File: src/rtl/deshuffle_seq_if.sv
// rtl/deshuffle_seq_if.sv - group-in / frame-out handshake bundle for deshuffle_seq
interface deshuffle_seq_if #(
    parameter int WAY  = 2,
    parameter int WIRE = 4
);
    localparam int SIZE = WAY * WIRE;

    logic            in_valid;
    logic            in_ready;
    logic [WAY-1:0]  in_data;
    logic            in_last;
    logic            out_valid;
    logic            out_ready;
    logic [SIZE-1:0] out_data;
    logic            out_err;

    // Producer of groups and consumer of frames
    modport master (
        output in_valid, in_data, in_last, out_ready,
        input  in_ready, out_valid, out_data, out_err
    );

    // The de-interleaver itself
    modport slave (
        input  in_valid, in_data, in_last, out_ready,
        output in_ready, out_valid, out_data, out_err
    );
endinterface

File: src/rtl/deshuffle_seq.sv
// rtl/deshuffle_seq.sv - reassembles WIRE serial WAY-bit groups into one un-shuffled frame
module deshuffle_seq #(
    parameter int WAY  = 2,
    parameter int WIRE = 4
) (
    input  logic           clk,
    input  logic           rst_n,
    deshuffle_seq_if.slave bus
);
    localparam int SIZE = WAY * WIRE;
    localparam int CW   = (WIRE > 1) ? $clog2(WIRE) : 1;
    localparam logic [CW-1:0] LAST_IDX = CW'(WIRE - 1);

    typedef enum logic {
        FILL = 1'b0,
        HOLD = 1'b1
    } state_t;

    state_t          state_q, state_d;
    logic [CW-1:0]   cnt_q, cnt_d;
    logic [SIZE-1:0] acc_q, acc_d;
    logic [SIZE-1:0] out_q, out_d;
    logic            err_q, err_d;
    logic [SIZE-1:0] merged;
    logic            in_ready_w;
    logic            out_valid_w;
    logic            xfer;
    logic            at_end;
    logic            close;

    assign xfer   = bus.in_valid & in_ready_w;
    assign at_end = (cnt_q == LAST_IDX);
    assign close  = xfer & (bus.in_last | at_end);

    // State register
    always_ff @(posedge clk or negedge rst_n) begin
        if (!rst_n) begin
            state_q <= FILL;
        end else begin
            state_q <= state_d;
        end
    end

    // Next state: a closing group always lands in HOLD; a consumed frame otherwise returns to FILL
    always_comb begin
        state_d = state_q;
        case (state_q)
            FILL: begin
                if (close) begin
                    state_d = HOLD;
                end
            end
            HOLD: begin
                if (bus.out_ready) begin
                    state_d = close ? HOLD : FILL;
                end
            end
            default: state_d = FILL;
        endcase
    end

    // Handshake outputs: accept while filling, or while the held frame is being taken
    always_comb begin
        in_ready_w  = (state_q == FILL) | bus.out_ready;
        out_valid_w = (state_q == HOLD);
    end

    // Frame under construction with the incoming group folded in; group 0 starts from a clean frame
    always_comb begin
        merged = (cnt_q == '0) ? '0 : acc_q;
        for (int k = 0; k < WAY; k++) begin
            for (int w = 0; w < WIRE; w++) begin
                if (w == int'(cnt_q)) begin
                    merged[k*WIRE + w] = bus.in_data[k];
                end
            end
        end
    end

    // Next-state datapath: the presented frame and error only move on a closing group
    always_comb begin
        acc_d = xfer ? merged : acc_q;
        out_d = close ? merged : out_q;
        err_d = close ? (bus.in_last != at_end) : err_q;
        cnt_d = cnt_q;
        if (xfer) begin
            cnt_d = close ? '0 : cnt_q + CW'(1);
        end
    end

    // Datapath registers
    always_ff @(posedge clk or negedge rst_n) begin
        if (!rst_n) begin
            cnt_q <= '0;
            acc_q <= '0;
            out_q <= '0;
            err_q <= 1'b0;
        end else begin
            cnt_q <= cnt_d;
            acc_q <= acc_d;
            out_q <= out_d;
            err_q <= err_d;
        end
    end

    assign bus.in_ready  = in_ready_w;
    assign bus.out_valid = out_valid_w;
    assign bus.out_data  = out_q;
    assign bus.out_err   = err_q;
endmodule
File: src/flat_wrapper.sv
// flat-port wrapper written by rule: the top's interface ports become plain ports
module deshuffle_seq_flat 
#(
    parameter int WAY  = 2,
    parameter int WIRE = 4
)
  (clk, rst_n, bus_in_valid, bus_in_data, bus_in_last, bus_out_ready, bus_in_ready, bus_out_valid, bus_out_data, bus_out_err);
  deshuffle_seq_if #(.WAY(WAY), .WIRE(WIRE)) bus_i ();
  input  logic clk;
  input  logic rst_n;
  input wire logic [$bits(bus_i.in_valid)-1:0] bus_in_valid;
  input wire logic [$bits(bus_i.in_data)-1:0] bus_in_data;
  input wire logic [$bits(bus_i.in_last)-1:0] bus_in_last;
  input wire logic [$bits(bus_i.out_ready)-1:0] bus_out_ready;
  output wire logic [$bits(bus_i.in_ready)-1:0] bus_in_ready;
  output wire logic [$bits(bus_i.out_valid)-1:0] bus_out_valid;
  output wire logic [$bits(bus_i.out_data)-1:0] bus_out_data;
  output wire logic [$bits(bus_i.out_err)-1:0] bus_out_err;
  assign bus_i.in_valid = bus_in_valid;
  assign bus_i.in_data = bus_in_data;
  assign bus_i.in_last = bus_in_last;
  assign bus_i.out_ready = bus_out_ready;
  assign bus_in_ready = bus_i.in_ready;
  assign bus_out_valid = bus_i.out_valid;
  assign bus_out_data = bus_i.out_data;
  assign bus_out_err = bus_i.out_err;
  deshuffle_seq #(.WAY(WAY), .WIRE(WIRE)) u_core (.clk(clk), .rst_n(rst_n), .bus(bus_i));
endmodule
File: config.mk
export PLATFORM = sky130hd
export DESIGN_NAME = deshuffle_seq_flat
export DESIGN_NICKNAME = d
export VERILOG_FILES = /design/src/rtl/deshuffle_seq_if.sv /design/src/rtl/deshuffle_seq.sv /design/src/flat_wrapper.sv
export SDC_FILE = /design/constraint.sdc
export NUM_CORES = 1
export LEC_CHECK = 0
export ABC_CLOCK_PERIOD_IN_PS = 3500
export BUFFER_PORTS_ARGS = -buffer_cell sky130_fd_sc_hd__buf_4
export CAP_MARGIN = 20
export CORE_UTILIZATION = 57
export DETAILED_ROUTE_END_ITERATION = 16
export PLACE_DENSITY = 0.78
export SKIP_CTS_REPAIR_TIMING = 1
export SLEW_MARGIN = 10
export SYNTH_ARGS = -nofsm -noshare
export SYNTH_HDL_FRONTEND = slang
export SYNTH_SLANG_ARGS = --single-unit
File: constraint.sdc
create_clock -name clk -period 3.5 [get_ports clk]
set_input_delay 0 -clock clk [delete_from_list [all_inputs] [get_ports clk]]
set_output_delay 0 -clock clk [all_outputs]
set_load 0.1 [all_outputs]
==> out/metrics.cfg, run 1 <==
[layout]
fill_cells = 113
final_cell_area_um2 = 1160
syn2layout_area_growth_pct = 18.3
layout.nets = 113
antennaDiodeCount = 0
drive_gt1_share_pct = 37.0
layout_common_cells = dfrtp_1, buf_4, mux2_2
seqCellArea_um2 = 500
multi_input_area_um2 = 430
final_common_cell = dfrtp_1

[timing]
rsz0062_at_grt = no
skew_ns = 0.000634
drv_slew = 0
tns_ns = 0
fin_ws_ns = 1.45
setup_viol = 0
slew_headroom_pct = 64.8
tightestPinTransition_ns = 0.526
finalCriticalPeriod_ns = 2.05
fmax_ghz = 0.487
finalHoldViolations = 0
final.period_utilization_pct = 58.7

[synthesis]
postSynthAreaPerCell_um2 = 12.1
synth_area_um2 = 980
synth_cell_types = 19
synth_seq_area_share_pct = 51.1
synth.top_cells.by_area = dfrtp_1, mux2_2, ha_1
synth_top_area_share_pct = 51.1
yosysTopAreaCell = dfrtp_1
postSynthRegisterBits = 20
synthesis.nets = 93
yosysWarningCount = 0
postSynthCellCount = 81

[clock_network]
root_buffer = clkbuf_4
htreeDepth = 1
clock_latency_ns = 0.30
clockBufferDepth = 2
clkSlewWorstSetupHoldPaths_ns = 0.11
numClockSinks = 20
cts_tree = built
numCtsBuffers = 3

[drt]
viasPerCell = 5.94
drc = 2
wirelength_mm = 1.72
drtPass1Iterations = 10
drt_iter0_drc = 17
detail-route-antenna-nets = 0
wl_per_cell_um = 14.8
vias = 689

[floorplan]
row_count = 14
core_area_um2 = 1560
start_util_pct = 62.8
die_h_um = 43.5
io_pins = 18
die_w_um = 43.5
die_area_um2 = 1890

[global_route]
grt_max_degree = 21
grt_pass1_vias = 683
antenna_found_initial = 0
grt.overflow.total = 0
grt_usage_pct = 21.5
grt_pass1_wl_mm = 2.97

[worst_setup_path]
path_class = flip-flop to flip-flop
worstPathRequired_ns = 3.69
critPathLaunchType = flip-flop
crit_fanout = 9
crit_path_end_kind = flip-flop
cp_data_arrival_time_ns = 2.25

[hold_path]
min_path_type = input pin to flip-flop

[power_and_ir_drop]
peakVddDrop_mv = 0.653
p_leak_nw = 0.547
power_density_nw_per_um2 = 896

[place]
place_congestion = 0.828
io_buffers = 17
dpl_worst_slack_ns = 1.48
dp_hpwl_mm = 1.23
placed_area_um2 = 1110

[job]
timing.max_cap.violations = 0

[status]
status = finished with violations
violations = DRC

==> path summary, 6_finish.rpt <==
kind                                             start                            endpoint  slack, ns  cells past startpoint
setup / recovery           u_core.cnt_q[0]$_DFFE_PN0P_  u_core.bus.out_data[3]$_DFFE_PN0P_       1.45                      5
hold / removal                          bus_in_data[1]         u_core.acc_q[4]$_DFFE_PN0P_      0.002                      2
setup reg to reg           u_core.cnt_q[0]$_DFFE_PN0P_  u_core.bus.out_data[3]$_DFFE_PN0P_       1.45                      5
hold reg to reg            u_core.acc_q[5]$_DFFE_PN0P_         u_core.acc_q[5]$_DFFE_PN0P_       0.51                      1
max in group asynchronous                        rst_n      u_core.bus.out_valid$_DFF_PN0_       3.20                      2
min in group asynchronous                        rst_n         u_core.acc_q[2]$_DFFE_PN0P_       0.10                      2
==> state kept, by name, summed over array words and instances, names as in the netlist <==
register              count
u_core.acc_q              8
u_core.bus.out_data       8
u_core.cnt_q              2
u_core.bus.out_err        1
u_core.bus.out_valid      1
==> metrics by stage <==
stage	utilization [%]	hold WS, ns	instances	power (mW)
3_5_place_dp	71.3	-0.107	111	0.911
5_1_grt	74.3	0.00985	116	1.09
4_1_cts	73.7	-0.441	115	1.04
3_3_place_gp	71.3	-0.108	111	0.900
2_1_floorplan	-	-0.296	81	0.798
6_report	74.3	0.00194	116	1.04
==> kinds of logic (layout without fill, tap and decap cells) <==
group / after synthesis / in the layout / synth area share [%]
flops: 20 / 20 / 51.1
compound gates: 15 / 15 / 11.9
simple gates: 15 / 15 / 10.1
mux: 14 / 14 / 15.6
buf+inv: 12 / 31 / 4.98
fa+ha+maj: 5 / 5 / 6.39
==> cell usage after synthesis (all sizes together) <==
cell type	instances
inv	9
mux2i	4
nand3	2
nor3b	3
buf	3
dfrtp	20
ha	5
nor2	4
a32o	6
mux2	10
nand2	1
a22o	3
a21oi	3
nor2b	1
o21ai	3
nor3	1
or3	3
==> power breakdown <==
group          internal, mW  switching, mW
combinational         0.156          0.406
clock                0.0635         0.0693
sequential            0.303         0.0400
==> final cells by class <==
type	instances	area share, %
flip-flops and latches	20	43.2
multi-input cells	49	37.1
repair buffers	18	11.9
clock buffers	4	3.13
inverters	9	2.92
well taps	16	1.73
==> metal layers <==
layer	GRT usage (%)	wire length, um	up-vias
li1	-	-	330
met1	28.4	782	336
met2	36.1	863	21
met3	2.50	63	2
met4	9.38	9	0
met5	0	0	-
==> critical path: stages, from the launching register on <==
cell	delay [ns]
dfrtp_1	0.42
ha_1	0.31
inv_1	0.08
ha_1	0.25
nor3_4	0.50
mux2_2	0.40
Note: power is estimated with default switching activity, not from simulation.
==> inputs of run 2 (changes only) <==
ABC_CLOCK_PERIOD_IN_PS = 1900   (was 3500)
CORE_UTILIZATION = 53   (was 57)
PLACE_DENSITY = 0.74   (was 0.78)
clock period = 1.9 ns   (was 3.5 ns; I/O delays follow)
==> run 2 against run 1 <==
Net effect:
- the run now ends clean
- sequential share of layout area is 2.7 points lower
- cell count is 11% higher
- setup slack lost 1.3 ns
- via count is 1.3% lower
- register-to-register slack worse by 1.3 ns
- maximum frequency is 15% higher
- clock power increased to 2.6 times the previous value
- combinational power rose by 90%
- sequential cell count is the same
- sequential power up 85%
- critical endpoint is now u_core.acc_q[2]$_DFFE_PN0P_
- highest routed layer unchanged
==> out/metrics.cfg, run 2 (synthesized netlist as in run 1, its figures left out) <==
[global_route]
grt.overflow.total = 0  ; unchanged
grt_max_degree = 21  ; unchanged
grtUsageMet2_pct = 31.6  ; was 36.1%
use_met1_pct = 24.4  ; was 28.4%
met3_usage_pct = 7.60  ; was 2.50%
grt_pass1_wl_mm = 2.84  ; was 2.97 mm
busiest_layer = met2  ; unchanged
grt_usage_pct = 19.7  ; was 21.5%
antenna_found_initial = 0  ; unchanged
grt_pass1_vias = 662  ; was 683

[power_and_ir_drop]
power.total_mw = 2.05  ; was 1.04 mW
power_density_nw_per_um2 = 1650  ; was 896 nW/um2
peakVddDrop_mv = 0.810  ; was 0.653 mV
p_leak_nw = 0.585  ; was 0.547 nW

[layout]
layout_common_cells = buf_4, dfrtp_1, mux2_2  ; was dfrtp_1, buf_4, mux2_2
fill_cells = 139  ; was 113
antennaDiodeCount = 0  ; unchanged
stdcell_count = 129  ; was 116
drive_gt1_share_pct = 40.4  ; was 37.0%
layout.nets = 117  ; was 113
syn2layout_area_growth_pct = 27.2  ; was 18.3%
final_cell_area_um2 = 1250  ; was 1160 um2

[clock_network]
cts_tree = built  ; unchanged
clock_latency_ns = 0.30  ; about the same
htreeDepth = 1  ; unchanged
numClockSinks = 20  ; unchanged
clockBufferDepth = 2  ; unchanged
root_buffer = clkbuf_4  ; unchanged
clkSlewWorstSetupHoldPaths_ns = 0.11  ; about the same
numCtsBuffers = 3  ; unchanged

[drt]
detail-route-antenna-nets = 0  ; unchanged
wirelength_mm = 1.81  ; was 1.72 mm
drtPass1Iterations = 3  ; was 10
drt_iter0_drc = 12  ; was 17
viasPerCell = 5.27  ; was 5.94
drc = 0  ; was 2
wl_per_cell_um = 14.0  ; was 14.8 um
vias = 680  ; was 689

[worst_setup_path]
crit_path_end_kind = flip-flop  ; unchanged
worstPathRequired_ns = 2.10  ; was 3.69 ns
critPathLaunchType = flip-flop  ; unchanged
cp_data_arrival_time_ns = 1.98  ; was 2.25 ns
crit_fanout = 9  ; unchanged
path_class = flip-flop to flip-flop  ; unchanged

[place]
place_congestion = 0.738  ; was 0.828
placed_cells = 122  ; was 111
placed_area_um2 = 1160  ; was 1110 um2
dp_hpwl_mm = 1.26  ; was 1.23 mm
io_buffers = 17  ; unchanged

[status]
status = complete, no violations  ; was finished with violations

[timing]
slew_headroom_pct = 64.4  ; was 64.8%
finalHoldViolations = 0  ; unchanged
drv_slew = 0  ; unchanged
fmax_ghz = 0.560  ; was 0.487 GHz
finalCriticalPeriod_ns = 1.79  ; was 2.05 ns
setup_viol = 0  ; unchanged
final.period_utilization_pct = 94.0  ; was 58.7%
tightestPinTransition_ns = 0.533  ; was 0.526 ns
rsz0062_at_grt = no  ; unchanged
skew_ns = 0.00643  ; was 0.000634 ns

[floorplan]
die_area_um2 = 2020  ; was 1890 um2
row_count = 15  ; was 14
start_util_pct = 56.7  ; was 62.8%
die_w_um = 45.0  ; was 43.5 um
io_pins = 18  ; unchanged
die_h_um = 45.0  ; was 43.5 um
core_area_um2 = 1730  ; was 1560 um2

[hold_path]
min_path_type = input pin to flip-flop  ; unchanged

[job]
timing.max_cap.violations = 0  ; unchanged

## run 2: changes by cell type in the layout (fill, tap and decap cells not counted), moves of 2 or more
| cell | delta |
|---|---|
| buf_4 | +2 |
| dlygate4sd3_1 | +2 |
| mux2_2 | -2 |
| mux2_4 | +2 |
## run 2: final cells by class
| type | instances | area, um2 | area share [%] |
|---|---|---|---|
| Clock buffer | 3 | 22.5 | 1.81 |
| Clock inverter | 1 | 30.0 | 2.41 |
| Timing Repair Buffer | 22 | 173 | 13.9 |
| Multi-Input combinational cell | 49 | 448 | 35.9 |
| Inverter | 9 | 37.5 | 3.01 |
| Sequential cell | 20 | 504 | 40.5 |
| Tap cell | 25 | 31.3 | 2.51 |
## run 2: critical path, cell delays in order, from the launching register on
cell     delay [ns]
dfrtp_1        0.44
inv_1          0.10
ha_1           0.38
nor2_1         0.11
or3_2          0.44
a32o_1         0.22
## run 2: stage by stage
step | utilization, % | hold WS (ns) | worst slack [ns] | setup TNS [ns]
2_1_floorplan | - | -0.296 | -0.168 | -0.335
3_3_place_gp | 67.4 | -0.106 | 0.189 | 0
3_5_place_dp | 67.4 | -0.106 | 0.143 | 0
4_1_cts | 70.4 | -0.441 | 0.117 | 0
5_1_grt | 72.2 | 0.0391 | 0.0147 | 0
6_report | 72.2 | 0.0132 | 0.114 | 0
## run 2: metal layers
metal | vias to the layer above | part of all wire, % | routed length (um)
met5 | - | 0 | 0
met4 | 0 | 0.28 | 5
met3 | 2 | 3.8 | 69
met2 | 16 | 47 | 859
met1 | 324 | 48 | 877
li1 | 338 | - | -
## run 2: path summary, 6_finish.rpt
kind | from | end | slack, ns | cells past startpoint
setup / recovery | u_core.cnt_q[0]$_DFFE_PN0P_ | u_core.acc_q[2]$_DFFE_PN0P_ | 0.11 | 5
hold / removal | bus_in_valid | u_core.cnt_q[0]$_DFFE_PN0P_ | 0.01 | 3
setup reg to reg | u_core.cnt_q[0]$_DFFE_PN0P_ | u_core.acc_q[2]$_DFFE_PN0P_ | 0.11 | 5
hold reg to reg | u_core.acc_q[6]$_DFFE_PN0P_ | u_core.acc_q[6]$_DFFE_PN0P_ | 0.50 | 1
max in group asynchronous | rst_n | u_core.bus.out_valid$_DFF_PN0_ | 1.56 | 2
min in group asynchronous | rst_n | u_core.bus.out_data[1]$_DFFE_PN0P_ | 0.10 | 2
## run 2: where the power goes
group / switching (mW) / internal [mW] / leakage (nW)
logic: 0.759 / 0.311 / 0.298
clock network: 0.135 / 0.213 / 0.0279
registers: 0.0730 / 0.560 / 0.258
total: 0.967 / 1.08 / 0.585
